==> src/rtl/uart_pkg.sv <==
// Shared UART definitions: FSM state encoding, baud arithmetic and default constants.
// The PARITY state only exists when UART_TX_PARITY_EN is defined.
package uart_pkg;

    localparam int CLOCK_FREQ_DEFAULT = 50_000_000;
    localparam int BAUD_RATE_DEFAULT  = 115_200;

    typedef enum logic [2:0] {
        IDLE   = 3'd0,
        START  = 3'd1,
        DATA   = 3'd2,
        STOP   = 3'd3
`ifdef UART_TX_PARITY_EN
        ,
        PARITY = 3'd4
`endif
    } state_t;

    // Clocks per bit; integer division truncates, so the real rate is slightly fast.
    function automatic int baud_ticks(input int clock_freq, input int baud_rate);
        return clock_freq / baud_rate;
    endfunction

endpackage

==> src/rtl/uart_tx_fifo.sv <==
// Single-clock byte FIFO feeding the UART transmitter.
// Full/empty derive from the registered count, so a write is judged against the
// occupancy before any same-edge read.
module uart_tx_fifo #(
    parameter int DEPTH = 16
) (
    input  logic                     clk,
    input  logic                     rst_n,
    input  logic                     wr_en,
    input  logic [7:0]               wr_data,
    input  logic                     rd_en,
    output logic [7:0]               rd_data,
    output logic                     full,
    output logic                     empty,
    output logic [$clog2(DEPTH):0]   count
);

    localparam int AW = $clog2(DEPTH);
    localparam logic [AW:0] FULL_COUNT = DEPTH[AW:0];

    logic [7:0]    mem [DEPTH];
    logic [AW-1:0] wr_ptr;
    logic [AW-1:0] rd_ptr;
    logic          do_wr;
    logic          do_rd;

    assign full    = (count == FULL_COUNT);
    assign empty   = (count == '0);
    assign do_wr   = wr_en && !full;
    assign do_rd   = rd_en && !empty;
    assign rd_data = mem[rd_ptr];

    // Storage array; contents need no reset because the count guards every read.
    always_ff @(posedge clk) begin
        if (do_wr) begin
            mem[wr_ptr] <= wr_data;
        end
    end

    // Pointers wrap naturally; count moves only when exactly one side acts.
    always_ff @(posedge clk or negedge rst_n) begin
        if (!rst_n) begin
            wr_ptr <= '0;
            rd_ptr <= '0;
            count  <= '0;
        end else begin
            if (do_wr) begin
                wr_ptr <= wr_ptr + 1'b1;
            end
            if (do_rd) begin
                rd_ptr <= rd_ptr + 1'b1;
            end
            if (do_wr && !do_rd) begin
                count <= count + 1'b1;
            end else if (do_rd && !do_wr) begin
                count <= count - 1'b1;
            end
        end
    end

endmodule

==> src/rtl/uart_tx.sv <==
// UART transmitter, 8N1 framing, fronted by a byte FIFO.
// Define UART_TX_PARITY_EN to insert an even-parity bit between data and stop.
module uart_tx
    import uart_pkg::*;
#(
    parameter int CLOCK_FREQ = CLOCK_FREQ_DEFAULT,
    parameter int BAUD_RATE  = BAUD_RATE_DEFAULT,
    parameter int FIFO_DEPTH = 16
) (
    input  logic                          clk,
    input  logic                          rst_n,
    input  logic [7:0]                    data_in,
    input  logic                          data_wr,
    output logic                          ready,
    output logic                          tx,
    output logic                          busy,
    output logic [$clog2(FIFO_DEPTH):0]   fifo_count
);

    localparam int          BAUD_TICKS = baud_ticks(CLOCK_FREQ, BAUD_RATE);
    localparam logic [15:0] RELOAD     = 16'(BAUD_TICKS - 1);

    state_t      state_q, state_d;
    logic [15:0] cnt_q, cnt_d;
    logic [2:0]  bit_q, bit_d;
    logic [7:0]  shift_q, shift_d;
    logic        tx_q, tx_d;
    logic        fifo_rd;
    logic        fifo_full;
    logic        fifo_empty;
    logic [7:0]  fifo_rd_data;

    uart_tx_fifo #(
        .DEPTH (FIFO_DEPTH)
    ) u_fifo (
        .clk     (clk),
        .rst_n   (rst_n),
        .wr_en   (data_wr),
        .wr_data (data_in),
        .rd_en   (fifo_rd),
        .rd_data (fifo_rd_data),
        .full    (fifo_full),
        .empty   (fifo_empty),
        .count   (fifo_count)
    );

    assign ready = !fifo_full;
    assign tx    = tx_q;
    assign busy  = (state_q != IDLE) || (fifo_count != '0);

    // State, bit timer, bit index, held byte and line level all register here.
    always_ff @(posedge clk or negedge rst_n) begin
        if (!rst_n) begin
            state_q <= IDLE;
            cnt_q   <= '0;
            bit_q   <= '0;
            shift_q <= '0;
            tx_q    <= 1'b1;
        end else begin
            state_q <= state_d;
            cnt_q   <= cnt_d;
            bit_q   <= bit_d;
            shift_q <= shift_d;
            tx_q    <= tx_d;
        end
    end

    // Next-state logic: each bit holds for BAUD_TICKS clocks, frames chain without gaps.
    always_comb begin
        state_d = state_q;
        cnt_d   = cnt_q;
        bit_d   = bit_q;
        shift_d = shift_q;
        tx_d    = tx_q;
        fifo_rd = 1'b0;
        case (state_q)
            IDLE: begin
                tx_d = 1'b1;
                if (!fifo_empty) begin
                    fifo_rd = 1'b1;
                    shift_d = fifo_rd_data;
                    tx_d    = 1'b0;
                    cnt_d   = RELOAD;
                    state_d = START;
                end
            end
            START: begin
                if (cnt_q == '0) begin
                    tx_d    = shift_q[0];
                    bit_d   = 3'd0;
                    cnt_d   = RELOAD;
                    state_d = DATA;
                end else begin
                    cnt_d = cnt_q - 1'b1;
                end
            end
            DATA: begin
                if (cnt_q == '0) begin
                    cnt_d = RELOAD;
                    if (bit_q != 3'd7) begin
                        bit_d = bit_q + 3'd1;
                        tx_d  = shift_q[bit_q + 3'd1];
                    end else begin
`ifdef UART_TX_PARITY_EN
                        tx_d    = ^shift_q;
                        state_d = PARITY;
`else
                        tx_d    = 1'b1;
                        state_d = STOP;
`endif
                    end
                end else begin
                    cnt_d = cnt_q - 1'b1;
                end
            end
`ifdef UART_TX_PARITY_EN
            PARITY: begin
                if (cnt_q == '0) begin
                    tx_d    = 1'b1;
                    cnt_d   = RELOAD;
                    state_d = STOP;
                end else begin
                    cnt_d = cnt_q - 1'b1;
                end
            end
`endif
            STOP: begin
                if (cnt_q == '0) begin
                    if (!fifo_empty) begin
                        fifo_rd = 1'b1;
                        shift_d = fifo_rd_data;
                        tx_d    = 1'b0;
                        cnt_d   = RELOAD;
                        state_d = START;
                    end else begin
                        state_d = IDLE;
                    end
                end else begin
                    cnt_d = cnt_q - 1'b1;
                end
            end
            default: begin
                tx_d    = 1'b1;
                state_d = IDLE;
            end
        endcase
    end

endmodule
==> config.mk <==
export PLATFORM = sky130hd
export DESIGN_NAME = uart_tx
export DESIGN_NICKNAME = d
export VERILOG_FILES = /design/src/rtl/uart_pkg.sv /design/src/rtl/uart_tx_fifo.sv /design/src/rtl/uart_tx.sv
export SDC_FILE = /design/constraint.sdc
export NUM_CORES = 1
export LEC_CHECK = 0
export CORE_ASPECT_RATIO = 1.4
export CORE_UTILIZATION = 45
export CTS_BUF_LIST = sky130_fd_sc_hd__clkbuf_4
export CTS_CLUSTER_SIZE = 30
export DETAILED_ROUTE_END_ITERATION = 12
export SETUP_SLACK_MARGIN = 0.4
export SKIP_LAST_GASP = 1
export SLEW_MARGIN = 40
export SYNTH_ARGS = -nofsm -noshare
export SYNTH_HDL_FRONTEND = slang
export SYNTH_HIERARCHICAL = 1
export SYNTH_SLANG_ARGS = --single-unit
export TNS_END_PERCENT = 10
==> constraint.sdc <==
create_clock -name clk -period 4.1 [get_ports clk]
set_input_delay 0.82 -clock clk [delete_from_list [all_inputs] [get_ports clk]]
set_output_delay 0.82 -clock clk [all_outputs]
set_load 0.02 [all_outputs]
==> flow_summary_export.csv, run 1 <==
group,metric,value,unit
cts,cts-root-buf,"clkbuf_4",
cells_and_area,layout.nets,561,
yosys,synthDistinctLibCells,65,
critical_path,worstSetupPathType,"flop to flop",
yosys,synth.area.top_cells,"edfxtp_1, dfrtp_1, mux4_2, mux2i_1, ha_1",
placed_design,place_area,7983,sq um
routing,routed.top_layer,"met4",
cells_and_area,drive_above_1_share,23.81,%
cells_and_area,utilization,51.68,%
placed_design,placed_cells,704,
critical_path,cp.arrival,4010,ps
sta,drv_slew,0,
routing,detail-route-antenna-nets,0,
grt,track_usage,19.45,%
floorplan,die_area,17410,sq um
placed_design,gp_congestion,0.8674,
sta,fin_crit_sh,85.43,%
yosys,yosysSeqAreaShare,64.79,%
yosys,netlist_top_cells_count,"edfxtp_1, dfrtp_1, mux2i_1, nand2_1, nor2_1",
power,power.total,6.122,mW
floorplan,num_io_pins,19,
sta,setup_viol,0,
placed_design,dp.final_hpwl,10730,um
power,p_leak,3.027,nW
yosys,syn_area,7595,sq um
routing,wl_met3,465,um
cts,cts_buffer_depth,2,
floorplan,core,16310,sq um
sta,hold-worst-slack,212.0,ps
sta,tns,0,ps
routing,drt_pass1_iterations,5,
routing,wl_per_cell,21.31,um
yosys,synth_ff_type,"edfxtp_1",
sta,worstMarginPinSlew,807.9,ps
outcome,status,"completed",
routing,routed_via_density,5.879,
placed_design,portBuffers,18,
sta,finalHoldViolCount,0,
power,pwr_density_cell,726.4,nW/um^2
floorplan,die_h,155.7,um
critical_path,cp_max_fo,6,
placed_design,dp_worst_setup_slack,209.1,ps
yosys,yosys.cell_count.top_type,"edfxtp_1",
cells_and_area,final_area,8428,sq um
sta,maxSlewHeadroom,45.94,%
grt,grt_overflow,0,
yosys,synth_top_cell_area_share,50.61,%
cts,path_clk_slew,150,ps
worst_hold_path,hold_path_class,"primary input to async pin",
yosys,syn_nets,525,
cells_and_area,stdcell_count,746,
yosys,synth_area_per_cell,15.28,sq um
cts,postCtsHoldBufs,0,
yosys,synth_warnings,6,
critical_path,crit_path_end_kind,"flop",
yosys,syn_inst,497,
sta,max_freq,285.5,MHz
yosys,synth_area_leader_cell,"edfxtp_1",
cts,clk_latency,570,ps
cts,cts_tree,"yes",
sta,finalCriticalPeriod,3503,ps
yosys,ys_ff_latch,171,
grt,grt_max_degree,44,
grt,antenna_found_initial,1,
power,ir_drop,316.4,uV
sta,rsz0062_at_grt,"false",
cts,cts_sinks,171,
routing,drt_iter0_drc,304,
floorplan,start_util,46.57,%
yosys,synthArstFlopShare,25.15,%
grt,grt_pass1_wl,24630,um
floorplan,die_x,111.8,um
routing,wirelength,15900,um
routing,drc,0,
routing,drt-met1-wl,6361,um
sta,clock-skew-final,17.90,ps
yosys,synth_edf_count,128,
cts,cts-buffers-inserted,17,
critical_path,required,4610,ps
floorplan,num_rows,55,
grt,grt_pass1_vias,4426,
cells_and_area,area_growth,10.97,%
routing,wl_met2,8487,um
routing,vias,4386,
critical_path,crit_path_start_kind,"flop",
cts,cts-htree-levels,4,
sta,setup_slack,597.3,ps
job,maxCapViolCount,0,
-- cell type report --
type / count / area [sq um]
Tap cell: 199 / 249.0
Antenna cell: 1 / 2.502
Timing Repair Buffer: 40 / 342.8
Clock buffer: 17 / 127.6
Sequential cell: 171 / 4922
Multi-Input combinational cell: 289 / 2531
Fill cell: 1335 / 7881
Inverter: 14 / 52.55
Clock inverter: 15 / 200.2
-- final timing paths --
| kind | from | end | slack, ps | cells after the start |
|---|---|---|---|---|
| min in group clk | cnt_q[10] | cnt_q[10] | 500 | 1 |
| min | rst_n | cnt_q[11] | 210 | 1 |
| max in group asynchronous | rst_n | shift_q[5] | 3480 | 1 |
| max | cnt_q[0] | u_fifo/count[4] | 600 | 16 |
| min reg2reg | cnt_q[10] | cnt_q[10] | 500 | 1 |
| max reg2reg | cnt_q[0] | u_fifo/count[4] | 600 | 16 |
-- cells in the final DEF, fill, tap and decap left out, types with 4 or more instances in the layout --
cell type	n
inv_1	10
o21ai_0	24
nor2_1	19
a221oi_1	6
clkbuf_4	17
inv_6	6
nor4_1	4
mux2_2	16
mux4_2	17
buf_4	23
a22o_1	6
nand2_1	27
a21o_1	4
a22oi_1	8
nand2b_1	4
ha_1	13
a221oi_2	10
a31oi_1	4
a21oi_1	10
dfrtp_1	41
nor2_2	6
edfxtp_1	128
nor3_1	13
xnor2_1	10
clkdlybuf4s50_1	17
mux2i_1	33
-- cell families (layout without fill, tap and decap cells) --
family	Yosys count	in the layout	share of synthesized area, %
xor gates and xnor gates	11	11	1.269
buffers and inverters	37	86	2.619
AOI/OAI and AO/OA	95	95	9.786
adders and majority gates	17	17	2.899
muxes	66	66	11.76
other	0	1	0
DFF	171	171	64.79
and+or+nand+nor	100	100	6.870
-- metal layers --
metal / global-route usage, % / up-vias
li1: - / 2031
met1: 21.95 / 2238
met2: 34.84 / 82
met3: 3.846 / 35
met4: 9.974 / 0
met5: 0 / -
-- sequential cells by signal, summed over array words and instances (netlist names) --
name	count
bit_q	3
cnt_q	16
shift_q	8
state_q	2
tx	1
u_fifo/count	5
u_fifo/mem	128
u_fifo/rd_ptr	4
u_fifo/wr_ptr	4
-- worst max-delay path: stages, from the launching register on --
cell and delay (ps):
dfrtp_1 430, inv_2 80, ha_2 180, or3b_4 420, or4_4 550, nor2_4 100
a21oi_1 80, nor3_2 220, o21a_4 160, inv_2 50, ha_2 170, inv_2 100
ha_4 220, a21o_1 170, a21oi_2 160, mux2i_1 220, xnor2_1 130
-- what timing repair did --
action | 4_1_cts | 5_1_grt
endpoints found under the setup margin | 2 | 2
resized for setup | 4 | 5
pin swaps | 0 | 2
buffers inserted | 0 | 9
-- report_power, final --
group          leakage [nW]  switching (mW)  total [mW]  internal (mW)
clock                 0.170           0.634        1.08          0.448
combinational          1.17            1.40        2.54           1.14
sequential             1.69           0.307        2.50           2.19
(Power assumes the default switching activity.)
==> inputs of run 2 (changes only) <==
--- a/config.mk
+++ b/config.mk
@@ -10,6 +10,7 @@
 export CTS_BUF_LIST = sky130_fd_sc_hd__clkbuf_4
 export CTS_CLUSTER_SIZE = 30
 export DETAILED_ROUTE_END_ITERATION = 12
+export DONT_BUFFER_PORTS = 1
 export SETUP_SLACK_MARGIN = 0.4
 export SKIP_LAST_GASP = 1
 export SLEW_MARGIN = 40
==> run 2 against run 1 <==
Clock skew rose by 2.2 ps. Non-clock buffer count fell by 23. Die area did not move. Utilization fell by 1.3 points. Sequential power rose by 3%. Total power fell by 3.4%. Sequential share of layout area rose by 1.5 points. Critical path depth did not move. Critical endpoint unchanged.
==> flow_summary_export.csv, run 2 (synthesized netlist as in run 1, its figures left out) <==
group,metric,value,unit
cts,cts-buffers-inserted,17,
cells_and_area,largest_register,"u_fifo/mem",
critical_path,cp_max_fo,4,
critical_path,crit_path_end_kind,"flop",
power,power.share.clock,16.7,%
cells_and_area,top_regs,"u_fifo/mem: 128 flops, cnt_q: 16 flops, shift_q: 8 flops",
routing,routed_via_density,5.838,
cts,cts_buffer_depth,2,
cts,clk_latency,560,ps
routing,wirelength,15810,um
grt,grt_max_degree,43,
routing,vias,4227,
sta,maxSlewHeadroom,43.63,%
grt,grt_pass1_vias,4448,
floorplan,core,16310,sq um
cts,cts-htree-levels,4,
cells_and_area,multi_input_area,2534,sq um
routing,drt_iter0_drc,217,
cells_and_area,final_area,8219,sq um
critical_path,cp.arrival,3940,ps
power,intPower,3.649,mW
critical_path,worstSetupPathType,"flop to flop",
grt,track_usage,19.53,%
grt,antenna_found_initial,1,
cts,cts_tree,"yes",
routing,detail-route-antenna-nets,0,
critical_path,required,4580,ps
job,maxCapViolCount,0,
placed_design,portBuffers,0,
power,comb_power_share,39.7,%
sta,setup_slack,647.9,ps
cells_and_area,drive_above_1_share,22.75,%
floorplan,die_h,155.7,um
power,power.total,5.911,mW
power,ir_drop,314.8,uV
placed_design,dp_worst_setup_slack,256.9,ps
cells_and_area,ff_latch_area,4925,sq um
routing,drt_pass1_iterations,4,
grt,grt_pass1_wl,24790,um
worst_hold_path,hold_path_class,"primary input to async pin",
critical_path,critical-path-max-stage-delay,560,ps
sta,setup_viol,0,
sta,fin_crit_sh,84.20,%
cells_and_area,layout.nets,538,
cts,path_clk_slew,140,ps
routing,drc,0,
power,p_leak,2.923,nW
power,p_sw,2.263,mW
floorplan,num_rows,55,
power,pwr_density_cell,719.2,nW/um^2
grt,grt_overflow,0,
sta,tns,0,ps
placed_design,gp_congestion,0.8169,
critical_path,crit_slowest_cell,"or4_4",
power,p_sw_share,38.28,%
sta,clock-skew-final,20.13,ps
critical_path,path_cells,"inv_1 -> ha_2 -> or3b_4 -> or4_4 -> nor2_4 -> a21oi_1 -> nor3_2 -> o21a_4 -> inv_2 -> ha_2 -> inv_2 -> ha_4 -> a21o_1 -> a21oi_2 -> mux2i_1 -> xnor2_1",
sta,finalCriticalPeriod,3452,ps
critical_path,cp_top_family,"simple AND/OR/NAND/NOR gates",
floorplan,die_x,111.8,um
floorplan,die_area,17410,sq um
cells_and_area,final_cell_mix,"edfxtp_1, dfrtp_1, mux2i_1",
critical_path,crit_buf_inv,3,
cells_and_area,largest_register_ffs,128,
power,seqPwrFrac,43.5,%
routing,wl_per_cell,21.84,um
cts,cts_sinks,171,
cts,cts-root-buf,"clkbuf_4",
sta,worstMarginPinSlew,842.5,ps
sta,rsz0062_at_grt,"false",
sta,max_freq,289.7,MHz
sta,finalHoldViolCount,0,
cells_and_area,final_common_cell,"edfxtp_1",
critical_path,crit_path_start_kind,"flop",
placed_design,place_area,7796,sq um
outcome,status,"completed",
cells_and_area,fill_cells,1375,
placed_design,dp.final_hpwl,10580,um
sta,drv_slew,0,
floorplan,num_io_pins,19,
floorplan,start_util,46.57,%
cells_and_area,area_growth,8.221,%
run 2: power groups by stage:
stage / combinational, mW / sequential, mW / clock (mW)
finish: 2.35 / 2.57 / 0.989
global route: 2.57 / 2.63 / 1.08
CTS: 2.28 / 2.58 / 1.02
detailed placement: 2.26 / 2.61 / 0
global placement: 2.21 / 2.59 / 0
floorplan: 1.89 / 2.41 / 0
run 2: per-stage QoR:
stage | hold WS (ps) | instances | util, %
6_report | 86.53 | 724 | 50.40
4_1_cts | 21.88 | 718 | 49.85
3_3_place_gp | 458.4 | 684 | 47.79
3_5_place_dp | 473.8 | 684 | 47.80
5_1_grt | 20.57 | 724 | 50.40
2_1_floorplan | 436.7 | 497 | -
run 2: timing repair:
action                                  4_1_cts  5_1_grt
endpoints found under the setup margin        2        2
gates resized for setup                       2        7
setup buffers                                 1        4
endpoints found under the hold margin        42        0
pin swaps                                     1        4
hold buffers                                  1        0
run 2: final timing paths:
path | startpoint | endpoint | cells after the start | slack [ps]
max in group asynchronous | rst_n | bit_q[0] | 1 | 3800
min | rst_n | u_fifo/count[0] | 1 | 90
min in group clk | data_in[1] | u_fifo/mem[12][1] | 0 | 350
max | cnt_q[0] | u_fifo/count[4] | 16 | 650
min reg2reg | cnt_q[10] | cnt_q[10] | 1 | 490
max reg2reg | cnt_q[0] | u_fifo/count[4] | 16 | 650
run 2: cell type report:
cell class | count | share of cell area, %
Antenna cell | 2 | 0.06089
Clock buffer | 18 | 1.644
Clock inverter | 14 | 1.933
Inverter | 14 | 0.6394
Multi-Input combinational cell | 289 | 30.83
Sequential cell | 171 | 59.92
Tap cell | 199 | 3.029
Timing Repair Buffer | 17 | 1.949
run 2: routing by layer:
metal  global-route usage [%]  wire [um]  vias up
met5                        0          0        -
met1                    21.70       6399     2170
met4                    8.687        287        0
met3                    3.652        354       21
li1                         -          -     1970
met2                    36.14       8772       66
